$ cat src/rtl/ws2812_frame_scheduler.sv
// Frame-rate driven readout of the WS2812 pixel RAM into the bit serializer.
// Each frame streams pixels 0..depth-1, then holds the line idle for the latch gap.
module ws2812_frame_scheduler #(
  parameter int ADDR_WIDTH   = 10,
  parameter int LATCH_CYCLES = 5000,
  parameter int FRAME_PERIOD = 1666667,
  parameter int CNT_WIDTH    = 24
) (
  input  logic                  clk,
  input  logic                  rst,
  input  logic                  enable,
  input  logic [15:0]           data_depth,
  input  logic                  write_config,
  output logic                  mem_rd_en,
  output logic [ADDR_WIDTH-1:0] mem_rd_addr,
  input  logic [23:0]           mem_rd_data,
  output logic                  tx_valid,
  output logic [23:0]           tx_data,
  input  logic                  tx_ready,
  output logic                  busy,
  output logic                  frame_done,
  output logic                  frame_overrun
);

  // One extra bit so a full 2^ADDR_WIDTH frame never wraps the index.
  localparam int IW = ADDR_WIDTH + 1;
  localparam int CW = (IW > 16) ? IW : 16;
  localparam logic [IW-1:0]        MAX_DEPTH  = {1'b1, {ADDR_WIDTH{1'b0}}};
  localparam logic [CNT_WIDTH-1:0] FRAME_LAST = CNT_WIDTH'(FRAME_PERIOD - 1);
  localparam logic [CNT_WIDTH-1:0] LATCH_LAST = CNT_WIDTH'(LATCH_CYCLES - 1);

  typedef enum logic [2:0] {
    WAIT_TICK,
    RD_ISSUE,
    RD_WAIT,
    SEND,
    LATCH
  } state_t;

  state_t                  state_reg;
  logic [15:0]             depth_reg;
  logic [IW-1:0]           shadow_reg;
  logic [IW-1:0]           index_reg;
  logic [CNT_WIDTH-1:0]    frame_cnt_reg;
  logic [CNT_WIDTH-1:0]    latch_cnt_reg;
  logic                    pending_reg;
  logic                    mem_rd_en_reg;
  logic [ADDR_WIDTH-1:0]   mem_rd_addr_reg;
  logic                    tx_valid_reg;
  logic [23:0]             tx_data_reg;
  logic                    busy_reg;
  logic                    frame_done_reg;

  logic                    tick;
  logic                    frame_start;
  logic [IW-1:0]           depth_clamped;
  logic [IW-1:0]           index_inc;
  logic                    last_pixel;

  assign tick          = (frame_cnt_reg == FRAME_LAST);
  assign frame_start   = (state_reg == WAIT_TICK) && pending_reg && enable;
  assign depth_clamped = (CW'(depth_reg) > CW'(MAX_DEPTH)) ? MAX_DEPTH : IW'(depth_reg);
  assign index_inc     = index_reg + IW'(1);
  assign last_pixel    = (index_inc == shadow_reg);

  // A tick that finds a frame already pending is dropped; a tick coinciding
  // with a frame start simply re-arms pending.
  assign frame_overrun = tick && pending_reg && !frame_start;

  always_ff @(posedge clk or posedge rst) begin
    if (rst) begin
      frame_cnt_reg <= '0;
      pending_reg   <= 1'b0;
    end else begin
      frame_cnt_reg <= tick ? '0 : frame_cnt_reg + CNT_WIDTH'(1);
      pending_reg   <= tick || (pending_reg && !frame_start);
    end
  end

  always_ff @(posedge clk or posedge rst) begin
    if (rst) begin
      state_reg       <= WAIT_TICK;
      depth_reg       <= 16'd1000;
      shadow_reg      <= '0;
      index_reg       <= '0;
      latch_cnt_reg   <= '0;
      mem_rd_en_reg   <= 1'b0;
      mem_rd_addr_reg <= '0;
      tx_valid_reg    <= 1'b0;
      tx_data_reg     <= '0;
      busy_reg        <= 1'b0;
      frame_done_reg  <= 1'b0;
    end else begin
      if (write_config) begin
        depth_reg <= data_depth;
      end
      case (state_reg)
        WAIT_TICK: begin
          if (frame_start) begin
            shadow_reg <= depth_clamped;
            index_reg  <= '0;
            busy_reg   <= 1'b1;
            if (depth_clamped == '0) begin
              state_reg      <= LATCH;
              latch_cnt_reg  <= '0;
              frame_done_reg <= (LATCH_CYCLES == 1);
            end else begin
              state_reg       <= RD_ISSUE;
              mem_rd_en_reg   <= 1'b1;
              mem_rd_addr_reg <= '0;
            end
          end
        end
        RD_ISSUE: begin
          mem_rd_en_reg <= 1'b0;
          state_reg     <= RD_WAIT;
        end
        RD_WAIT: begin
          tx_data_reg  <= mem_rd_data;
          tx_valid_reg <= 1'b1;
          state_reg    <= SEND;
        end
        SEND: begin
          if (tx_ready) begin
            tx_valid_reg <= 1'b0;
            if (last_pixel) begin
              state_reg      <= LATCH;
              latch_cnt_reg  <= '0;
              frame_done_reg <= (LATCH_CYCLES == 1);
            end else begin
              index_reg       <= index_inc;
              mem_rd_en_reg   <= 1'b1;
              mem_rd_addr_reg <= index_inc[ADDR_WIDTH-1:0];
              state_reg       <= RD_ISSUE;
            end
          end
        end
        LATCH: begin
          // frame_done is raised one edge early so it marks the final latch cycle.
          if (latch_cnt_reg == LATCH_LAST) begin
            state_reg      <= WAIT_TICK;
            busy_reg       <= 1'b0;
            frame_done_reg <= 1'b0;
          end else begin
            latch_cnt_reg  <= latch_cnt_reg + CNT_WIDTH'(1);
            frame_done_reg <= (latch_cnt_reg + CNT_WIDTH'(1) == LATCH_LAST);
          end
        end
        default: begin
          state_reg <= WAIT_TICK;
        end
      endcase
    end
  end

  assign mem_rd_en   = mem_rd_en_reg;
  assign mem_rd_addr = mem_rd_addr_reg;
  assign tx_valid    = tx_valid_reg;
  assign tx_data     = tx_data_reg;
  assign busy        = busy_reg;
  assign frame_done  = frame_done_reg;

endmodule

$ cat config.mk
export PLATFORM = sky130hd
export DESIGN_NAME = ws2812_frame_scheduler
export DESIGN_NICKNAME = d
export VERILOG_FILES = /design/src/rtl/ws2812_frame_scheduler.sv
export SDC_FILE = /design/constraint.sdc
export NUM_CORES = 1
export LEC_CHECK = 0
export ABC_AREA = 1
export CAP_MARGIN = 20
export CORE_MARGIN = 2
export CORE_UTILIZATION = 38
export DETAILED_ROUTE_END_ITERATION = 10
export GPL_ROUTABILITY_DRIVEN = 0
export PLACE_DENSITY = 0.7
export SETUP_SLACK_MARGIN = 0.15
export SLEW_MARGIN = 5
export SYNTH_ARGS = -nofsm -noshare
export SYNTH_HDL_FRONTEND = slang
export SYNTH_SLANG_ARGS = --single-unit
export TNS_END_PERCENT = 30
$ cat constraint.sdc
create_clock -name clk -period 5.9 [get_ports clk]
set_clock_uncertainty 0.2 [all_clocks]
set_input_delay 1.18 -clock clk [delete_from_list [all_inputs] [get_ports clk]]
set_output_delay 1.18 -clock clk [all_outputs]
set_load 0.005 [all_outputs]
== Word level (Yosys, flattened, before mapping) ==
Cells that the tools add are included.

* Mux-type cells: 39
* Equality and inequality tests: 16
* Reduce and logical (&&, ||, !) cells: 23
* $lt $le $gt $ge: 1
* Add/sub/neg operators: 3

{| class="wikitable"
|+ Operator list
! cell !! count
|-
| two-way mux 24 bit || 6
|-
| one-hot mux 24 bit (3 select lines) || 1
|-
| adder 24 x 1 -> 24 bit (second input constant) || 2
|-
| == test 24 x 13 -> 1 bit (second input constant) || 2
|-
| two-way mux 11 bit || 4
|-
| two-way mux 10 bit || 4
|-
| == test 24 x 21 -> 1 bit (second input constant) || 1
|-
| one-hot mux 11 bit (2 select lines) || 1
|-
| one-hot mux 10 bit (2 select lines) || 1
|-
| greater-than comparator 16 x 11 -> 1 bit (second input constant) || 1
|-
| two-way mux 3 bit || 5
|-
| one-hot mux 3 bit (5 select lines) || 1
|-
| AND reduction 5 bit || 3
|-
| inequality test 2 bit (second input constant) || 7
|-
| two-way mux 1 bit || 12
|-
| adder 11 x 1 -> 11 bit (second input constant) || 1
|-
| == test 11 bit || 1
|-
| zero test 11 bit || 1
|-
| == test 3 x 2 -> 1 bit (second input constant) || 2
|-
| one-hot mux 1 bit (3 select lines) || 2
|-
| AND reduction 3 bit || 2
|-
| AND reduction 6 bit || 1
|-
| nonzero test 2 bit || 3
|-
| nonzero test 3 bit || 2
|-
| 10 further kinds || 16
|}

* Logic and storage cells: 95
* Input bits: 45
* Output and inout bits: 39
* Register bits: 128

== Depth between registers and ports, before layout ==
Gate-level depths: netlist of the first run.

* Word-level depth: 6
* Depth in mapped cells: 18
* Gate-level depth less buffers: 16

== Worst setup path after synthesis of the first run ==
OpenSTA, ideal clock, no wires.

* Path type: input to output
* Start point: in enable
* End point: out frame_overrun
* Path buffers: 0
* Path slack: 3.074 ns
* Cell stages on the path: 3
* Arrival time: 1.446 ns
* Data required time: 4.520 ns
* Cells stage by stage: nand3_2 > nand2_1 > nor2_1

* Cells in the longest elaborated chain, start to end: 3

{| class="wikitable"
|+ Ends and longest elaborated chain
! item !! line !! text
|-
| from (decl) || 11 || <nowiki>input logic enable,</nowiki>
|-
| logical AND 1 bit || 61 || <nowiki>assign frame_start = (state_reg == WAIT_TICK) && pending_reg && enable;</nowiki>
|-
| zero test 1 bit || 68 || <nowiki>assign frame_overrun = tick && pending_reg && !frame_start;</nowiki>
|-
| logical AND 1 bit || 68 ||
|-
| to (decl) || 22 || <nowiki>output logic frame_overrun</nowiki>
|}

No other way between the ends.

== Worst setup path in the final report of the first run ==
* Start point: reg frame_cnt_reg[0]
* End point: out frame_overrun

* Cells in the longest elaborated chain, start to end: 3

{| class="wikitable"
|+ Ends and longest elaborated chain
! item !! line !! text
|-
| from (decl) || 44 || <nowiki>logic [CNT_WIDTH-1:0] frame_cnt_reg;</nowiki>
|-
| from (signal assigned) || 75 || <nowiki>frame_cnt_reg <= tick ? '0 : frame_cnt_reg + CNT_WIDTH'(1);</nowiki>
|-
| == test 24 x 21 -> 1 bit || 60 || <nowiki>assign tick = (frame_cnt_reg == FRAME_LAST);</nowiki>
|-
| logical AND 1 bit (2 in series) || 68 ||
|}

No other way between the ends.

==> summary.txt, run 1 <==
Setup path
  • Sort of element at the end of the critical path: output port
  • Worst setup startpoint: frame_cnt_reg[0]
  • Worst path depth: 7
  • R2r worst-path depth: 10
  • Required time at the endpoint of the critical path: 4.52 ns
  • Crit path to: frame_overrun
  • Cell at the slowest stage of the critical path: sky130_fd_sc_hd__clkdlybuf4s50_1
  • Nature of the critical path startpoint: flop
  • Category of the critical setup timing path: reg -> out
  • Arrival time of the worst setup path: 2.66 ns
  • Count of buffering cells on the critical path with inverters included: 2
  • Endpoint of the most critical register-to-register path: latch_cnt_reg[23]
  • Highest net fanout along the worst path: 17
  • Cell-by-cell listing of the critical path: inv_1, ha_1, nand4_1, nor3_1, nand3_1, nor2_1, clkdlybuf4s50_1
  • Crit path largest cell delay: 0.56 ns
  • Source of the worst register-to-register timing path: depth_reg[13]
  • Kind of cell adding the most delay to the critical path: simple AND/OR/NAND/NOR gates
  • Internal reg-to-reg setup slack: 3.14 ns

Yosys
  • Area fraction in and, or, nand and nor cells after synthesis: 30.7%
  • Combinational family with the most area after synthesis: simple AND/OR/NAND/NOR gates
  • Compound-Gate Fraction of Synth Area: 4.76%
  • Primary FF master, synth: sky130_fd_sc_hd__dfrtp_1
  • Portion of netlist area occupied by mux cells: 4.39%
  • Portion of synthesized cell area occupied by the leading cell type: 45.8%
  • Most frequent cell after synthesis: sky130_fd_sc_hd__nand2_1
  • Synthesized instance count: 839
  • Share of synthesized registers carrying an async set or reset: 100%
  • Netlist Area Pre-Place: 0.00667 sq mm
  • Synth Net Count: 889
  • Synth Area in Adders: 0.938%
  • Sequential element share of the synthesized area: 48.1%
  • Most area-hungry cell type in the Yosys netlist: sky130_fd_sc_hd__dfrtp_1
  • Flip-flop and latch count after synthesis: 128
  • Yosys cell types: 42
  • Syn. warnings: 0
  • Parity-gate share of the synthesized area counting xor and xnor cells: 3.10%
  • Avg Cell Area, Syn: 7.95 sq um
  • Area contributors post-synth: sky130_fd_sc_hd__dfrtp_1 (46%), sky130_fd_sc_hd__nand2_1 (15%), sky130_fd_sc_hd__inv_1 (6.2%)
  • Count of flip-flops with a built-in enable after synthesis: 0
  • Commonest cells post-synth: sky130_fd_sc_hd__nand2_1 (259), sky130_fd_sc_hd__dfrtp_1 (122), sky130_fd_sc_hd__inv_1 (110)

STA
  • Number of failing setup endpoints in the final timing report: 0
  • Slew at the pin closest to its max-slew limit: 0.884 ns
  • Clock period minus worst slack: 4.04 ns
  • Max transition margin: 40.9%
  • Total Negative Setup Slacks: 0 ns
  • Setup repair after global routing missed its margin: false
  • Max Slew Vio Count: 0
  • Tcrit/Tclk final: 68.5%
  • Final Hold Fails: 0
  • Max Clk Rate: 0.247 GHz

Clock network
  • Clk Tree Root Cell: sky130_fd_sc_hd__clkbuf_16
  • Post-cts repair resize count: 0
  • Insertion delay to the later sink of the worst-skew pair: 0.42 ns
  • Buffers from clock root to sink, at most: 2
  • CTS tree: yes
  • Clock slew seen by the registers of the worst setup and hold paths: 0.06 ns
  • Post-cts hold buffer count: 0
  • Number of H-tree levels: 4
  • Buffers inserted during post-CTS setup optimization: 0
  • Clock buffer count from CTS: 17
  • Number of sinks on the clock net: 128

Placement
  • Number of I/O port buffers: 83
  • Placed wire-length estimate after detailed placement: 10,800 microns
  • Cells after DPL: 1,131
  • Post-DP Area: 0.00769 sq mm

Finish
  • Final core utilization: 48.2%
  • Number of cells in the finished layout apart from fillers: 1,163
  • Final standard cell area without fillers: 0.00831 sq mm
  • Nets: 975
  • Fraction of layout instances using a drive strength above 1: 9.28%
  • Fill cell total of the finished layout: 1,633
  • Area growth from synthesis to layout: 24.5%
  • Total inserted antenna cells: 0

Route
  • Average detailed-routed wire length per instance: 12.9 microns
  • DRC marker count from the first detailed-route iteration: 366
  • Number of vias per cell after detailed routing: 4.83
  • Antenna Nets Post-Route: 0
  • DRC Markers: 0
  • Number of vias in the routed layout: 5,612
  • Post-detailed-routing wire length: 15,000 microns
  • Number of iterations in the first detailed-routing pass: 5

Pwr
  • Sequential power share: 37.2%
  • Pwr dens: 402 mW/mm^2
  • Max IR drop VDD: 238 uV
  • Combinational share of power: 30.4%
  • Clock power frac: 32.4%
  • Fraction of power spent switching nets: 33.0%
  • Sw power: 0.00110 W
  • Leakage: 4.00 nW
  • Internal power: 0.00224 W

Floorplanning
  • Standard-cell rows: 48
  • Placeable Area: 0.0172 sq mm
  • Initial core utilization: 38.7%
  • Count of pins on the block boundary: 84
  • Vertical die dimension: 136 microns
  • Die outline width: 136 microns
  • Area of the die: 0.0186 sq mm

GRT
  • Global-route wire length before repair: 25,200 microns
  • Largest net degree at the start of global routing: 48
  • Total global routing overflow: 0
  • Number of antenna violations at the first check in global routing: 0
  • Global-route usage over all layers: 17.1%
  • Via count of the first global-routing pass: 5,326

Job
  • Number of max-cap violations: 0

Worst hold path
  • Worst min-delay path category: reg -> reg

Outcome
  • Result of the run: completed
[layout by cell type, fill, tap and decap left out, types with 2 or more instances in the layout]
cell,instances
sky130_fd_sc_hd__clkinvlp_4,2
sky130_fd_sc_hd__clkinv_2,4
sky130_fd_sc_hd__o22ai_1,9
sky130_fd_sc_hd__nand2_4,2
sky130_fd_sc_hd__nand2_1,259
sky130_fd_sc_hd__o21ai_0,29
sky130_fd_sc_hd__clkdlybuf4s50_1,83
sky130_fd_sc_hd__xnor2_1,4
sky130_fd_sc_hd__clkbuf_8,2
sky130_fd_sc_hd__buf_4,3
sky130_fd_sc_hd__nor4_1,2
sky130_fd_sc_hd__clkinv_4,3
sky130_fd_sc_hd__nand4_1,29
sky130_fd_sc_hd__nand2_2,3
sky130_fd_sc_hd__clkbuf_16,17
sky130_fd_sc_hd__nand3_1,67
sky130_fd_sc_hd__dfstp_2,6
sky130_fd_sc_hd__mux2_2,26
sky130_fd_sc_hd__nor2_1,77
sky130_fd_sc_hd__or2_2,2
sky130_fd_sc_hd__ha_1,5
sky130_fd_sc_hd__nor2_2,3
sky130_fd_sc_hd__inv_1,109
sky130_fd_sc_hd__dfrtp_1,122
sky130_fd_sc_hd__bufinv_16,3
sky130_fd_sc_hd__a21oi_1,13
sky130_fd_sc_hd__xor2_1,17
sky130_fd_sc_hd__nor3_1,18
[per-layer routing]
layer | vias up | global-route usage (%) | part of all wire, %
met3 | 24 | 4.10 | 3.9
met1 | 2620 | 23.0 | 46
met4 | 0 | 6.02 | 2.0
met5 | - | 0 | 0
li1 | 2852 | - | -
met2 | 116 | 27.0 | 48
[power by group through the flow]
stage / combinational [W] / clock, W / sequential [W]
finish: 0.00101 / 0.00108 / 0.00124
global route: 0.00113 / 0.00114 / 0.00127
CTS: 0.00102 / 0.00110 / 0.00124
detailed placement: 0.00102 / 0 / 0.00125
global placement: 0.00101 / 0 / 0.00125
floorplan: 0.000689 / 0 / 0.00123
[how the worst min path moves through the flow]
stage | from | endpoint | slack, ns | cells after the start
after floorplan | latch_cnt_reg[20] | latch_cnt_reg[20] | 0.26 | 2
after global placement | mem_rd_addr[0] | mem_rd_addr[0] | 0.26 | 2
after detailed placement | mem_rd_en | mem_rd_en | 0.27 | 2
after CTS | mem_rd_en | mem_rd_en | 0.28 | 2
after global routing | mem_rd_addr[5] | mem_rd_addr[5] | 0.30 | 2
final | mem_rd_en | mem_rd_en | 0.28 | 2
[through the flow]
stage	worst slack (ns)	total power [W]	hold slack, ns
3_3_place_gp	1.92	0.00225	0.264
2_1_floorplan	1.12	0.00192	0.263
5_1_grt	1.66	0.00354	0.300
6_report	1.86	0.00334	0.279
4_1_cts	1.82	0.00336	0.283
3_5_place_dp	1.93	0.00227	0.269
[cells by family after synthesis]
group	after synthesis
compound gates	57
xor+xnor	22
fa+ha+maj	5
buf+inv	130
flops	128
mux	26
simple gates	471
[area by class of cell]
type	count	area, sq um	share of cell area, %
clock buffers	19	453	5.45
clock inverters	13	160	1.93
inverters	111	419	5.05
multi-input cells	581	2930	35.3
flip-flops and latches	128	3210	38.7
well taps	225	282	3.39
repair buffers	86	853	10.3
[worst min-delay path, cell delays in order, from the launching register on]
cell and delay, ns:
sky130_fd_sc_hd__dfrtp_1 0.35, sky130_fd_sc_hd__nand2_1 0.05, sky130_fd_sc_hd__nand2_1 0.05
Power figures use the tool's default switching activity.
==> run 2, diff against run 1 <==
--- a/config.mk
+++ b/config.mk
@@ -11,7 +11,7 @@
 export CORE_UTILIZATION = 38
 export DETAILED_ROUTE_END_ITERATION = 10
 export GPL_ROUTABILITY_DRIVEN = 0
-export PLACE_DENSITY = 0.7
+export PLACE_DENSITY = 0.72
 export SETUP_SLACK_MARGIN = 0.15
 export SLEW_MARGIN = 5
 export SYNTH_ARGS = -nofsm -noshare
==> constraint.sdc (replaced) <==
create_clock -name clk -period 3.31 [get_ports clk]
set_clock_uncertainty 0.2 [all_clocks]
set_input_delay 0.662 -clock clk [delete_from_list [all_inputs] [get_ports clk]]
set_output_delay 0.662 -clock clk [all_outputs]
set_load 0.005 [all_outputs]
==> run 2 against run 1 <==
Against the previous run: clock-buffer cell count shrank 2; global-route usage fell by 0.33 points; final area rose by 0.30%; routed wire length shrank 3.0%; combinational power increased by 79%; register-to-register slack got worse by 2.6 ns; power grew 78%; sequential share of layout area is 0.12 points lower; critical path type unchanged; largest power group unchanged.
==> summary.txt, run 2 (same netlist as run 1, synthesis figures left out) <==
GRT
  • Number of antenna violations at the first check in global routing: 0 (unchanged)
  • Total global routing overflow: 0 (unchanged)
  • Global-route met3 utilization: 4.21% (+0.11 points)
  • Global-route wire length before repair: 24,800 microns (-1.4%)
  • Met1 usage in global routing: 22.7% (-0.35 points)
  • Met2 Track Usage GR: 25.8% (-1.2 points)
  • Global-route usage over all layers: 16.8% (-0.33 points)
  • Peak-usage layer in the global routing report: met2
  • Largest net degree at the start of global routing: 129 (+170%)
  • Via count of the first global-routing pass: 5,304 (-0.41%)

Route
  • Number of vias in the routed layout: 5,662 (+0.89%)
  • Antenna Nets Post-Route: 0 (unchanged)
  • Number of iterations in the first detailed-routing pass: 5 (unchanged)
  • Average detailed-routed wire length per instance: 12.5 microns (-3.1%)
  • Number of vias per cell after detailed routing: 4.86 (+0.72%)
  • DRC marker count from the first detailed-route iteration: 428 (+17%)
  • Post-detailed-routing wire length: 14,500 microns (-3.0%)
  • DRC Markers: 0 (unchanged)

Clock network
  • Post-cts hold buffer count: 0 (unchanged)
  • Number of sinks on the clock net: 128 (unchanged)
  • Insertion delay to the later sink of the worst-skew pair: 0.42 ns (about the same)
  • Clk Tree Root Cell: sky130_fd_sc_hd__clkbuf_16
  • Clock slew seen by the registers of the worst setup and hold paths: 0.06 ns (about the same)
  • Buffers inserted during post-CTS setup optimization: 0 (unchanged)
  • Clock buffer count from CTS: 17 (unchanged)
  • Buffers from clock root to sink, at most: 2 (unchanged)
  • Number of H-tree levels: 4 (unchanged)
  • Post-cts repair resize count: 0 (unchanged)
  • CTS tree: yes

Setup path
  • Worst path depth: 6 (-1)
  • Highest net fanout along the worst path: 6 (-11)
  • Count of buffering cells on the critical path with inverters included: 1 (-1)
  • Internal reg-to-reg setup slack: 0.59 ns (-2.55 ns)
  • Nature of the critical path startpoint: flop
  • Category of the critical setup timing path: reg -> out
  • Sort of element at the end of the critical path: output port
  • Crit path largest cell delay: 0.45 ns (-0.11 ns)
  • Endpoint of the most critical register-to-register path: latch_cnt_reg[21]
  • Required time at the endpoint of the critical path: 2.45 ns (-2.07 ns)
  • R2r worst-path depth: 14 (+4)
  • Kind of cell adding the most delay to the critical path: simple AND/OR/NAND/NOR gates
  • Cell-by-cell listing of the critical path: or2_1, nor2_8, nand3_2, nand2_1, nor2_1, clkdlybuf4s50_1
  • Arrival time of the worst setup path: 2.15 ns (-0.51 ns)
  • Cell at the slowest stage of the critical path: sky130_fd_sc_hd__clkdlybuf4s50_1
  • Source of the worst register-to-register timing path: index_reg[0]

Finish
  • Most frequent standard cell in the layout excluding fill and tap cells: sky130_fd_sc_hd__nand2_1
  • Final standard cell area without fillers: 0.00833 sq mm (+0.30%)
  • Final core utilization: 48.3% (+0.15 points)
  • Fraction of layout instances using a drive strength above 1: 9.47% (+0.19 points)
  • Nets: 977 (+0.21%)
  • Fill cell total of the finished layout: 1,603 (-1.8%)
  • Total inserted antenna cells: 0 (unchanged)
  • Most used cells in the layout excluding fill and tap cells: sky130_fd_sc_hd__nand2_1 (259), sky130_fd_sc_hd__dfrtp_1 (122), sky130_fd_sc_hd__inv_1 (109)
  • Area growth from synthesis to layout: 24.9%
  • Sequential Area: 0.00321 sq mm (unchanged)
  • Area of combinational cells with multiple inputs: 0.00293 sq mm (unchanged)

STA
  • Max transition margin: 54.7% (+14 points)
  • Max Clk Rate: 0.332 GHz
  • Total Negative Setup Slacks: 0 ns (unchanged)
  • Setup repair after global routing missed its margin: false
  • Clock period minus worst slack: 3.01 ns
  • Max Slew Vio Count: 0 (unchanged)
  • Number of failing setup endpoints in the final timing report: 0 (unchanged)
  • Final Hold Fails: 0 (unchanged)
  • Tcrit/Tclk final: 90.9%
  • Slew at the pin closest to its max-slew limit: 0.679 ns (-0.205 ns)
  • Post-route setup slack: 0.302 ns (-1.55 ns)

Placement
  • Number of I/O port buffers: 83 (unchanged)
  • Placed wire-length estimate after detailed placement: 10,400 microns (-3.7%)
  • Minimum setup slack after placement: 0.423 ns (-1.51 ns)
  • Post-DP Area: 0.00772 sq mm (+0.37%)

Worst hold path
  • Number of stages on the worst hold path: 2 (unchanged)
  • Min-Delay Endpoint: mem_rd_en
  • Worst min-delay path category: reg -> reg
  • Hold path start: mem_rd_en

Outcome
  • Result of the run: completed

Floorplanning
  • Placeable Area: 0.0172 sq mm (unchanged)
  • Area of the die: 0.0186 sq mm (unchanged)
  • Count of pins on the block boundary: 84 (unchanged)
  • Initial core utilization: 38.7% (unchanged)
  • Standard-cell rows: 48 (unchanged)
  • Die outline width: 136 microns (unchanged)
  • Vertical die dimension: 136 microns (unchanged)

Job
  • Number of max-cap violations: 0 (unchanged)

Pwr
  • Max IR drop VDD: 517 uV (+120%)
  • Leakage: 4.00 nW (-0.14%)
  • Power consumption: 0.00595 W (+78%)
  • Pwr dens: 715 mW/mm^2 (+78%)
==> run 2: cell count changes in the layout (fill, tap and decap cells not counted), sizes merged <==
cell / before / now
clkinv: 7 / 3
inv: 112 / 114
clkbuf: 19 / 17
clkinvlp: 2 / 6
buf: 3 / 5
==> run 2: worst max path at each step <==
stage                      start       endpoint  slack, ns
global placement          enable  frame_overrun       0.41
detailed placement        enable  frame_overrun       0.42
finish              state_reg[1]  frame_overrun       0.30
CTS                 state_reg[1]  frame_overrun       0.29
floorplan                    rst           busy       0.87
global route        state_reg[1]  frame_overrun       0.18
==> run 2: worst reg2reg max path, cell delays in order, from the launching register on <==
cell and delay, ns:
sky130_fd_sc_hd__dfrtp_1 0.45, sky130_fd_sc_hd__ha_1 0.27, sky130_fd_sc_hd__nand2_2 0.10, sky130_fd_sc_hd__nor2_1 0.13, sky130_fd_sc_hd__nand2_2 0.12, sky130_fd_sc_hd__o21ai_2 0.19
sky130_fd_sc_hd__nand2_1 0.08, sky130_fd_sc_hd__nand2_1 0.06, sky130_fd_sc_hd__nand2_1 0.05, sky130_fd_sc_hd__nor2_2 0.13, sky130_fd_sc_hd__nand2_1 0.08, sky130_fd_sc_hd__nand2_2 0.23
sky130_fd_sc_hd__nand3_4 0.31, sky130_fd_sc_hd__nand2_1 0.17, sky130_fd_sc_hd__nand2_1 0.06
==> run 2: metal layers <==
metal / routed length, microns / vias to the layer above
met1: 6750 / 2666
li1: - / 2860
met3: 611 / 21
met4: 270 / 0
met5: 0 / -
met2: 6920 / 115
==> run 2: layout make-up <==
class                      instances  share of cell area [%]
clock buffer                      17                    5.11
clock inverter                    15                    2.21
inverter                         111                    5.05
multi-input combinational        581                    35.1
sequential                       128                    38.5
tap                              225                    3.38
timing repair buffer              88                    10.6
==> run 2: stage by stage <==
| step | instances | hold slack [ns] |
|---|---|---|
| 3_5_place_dp | 1133 | 0.266 |
| 3_3_place_gp | 1133 | 0.264 |
| 5_1_grt | 1165 | 0.291 |
| 6_report | 1165 | 0.278 |
| 2_1_floorplan | 839 | 0.263 |
| 4_1_cts | 1165 | 0.282 |
==> run 2: report_power, final <==
part / total [W] / internal [W] / switching, W
combinational: 0.00181 / 0.000842 / 0.000967
clock: 0.00193 / 0.00119 / 0.000739
sequential: 0.00221 / 0.00193 / 0.000280
total: 0.00595 / 0.00397 / 0.00199
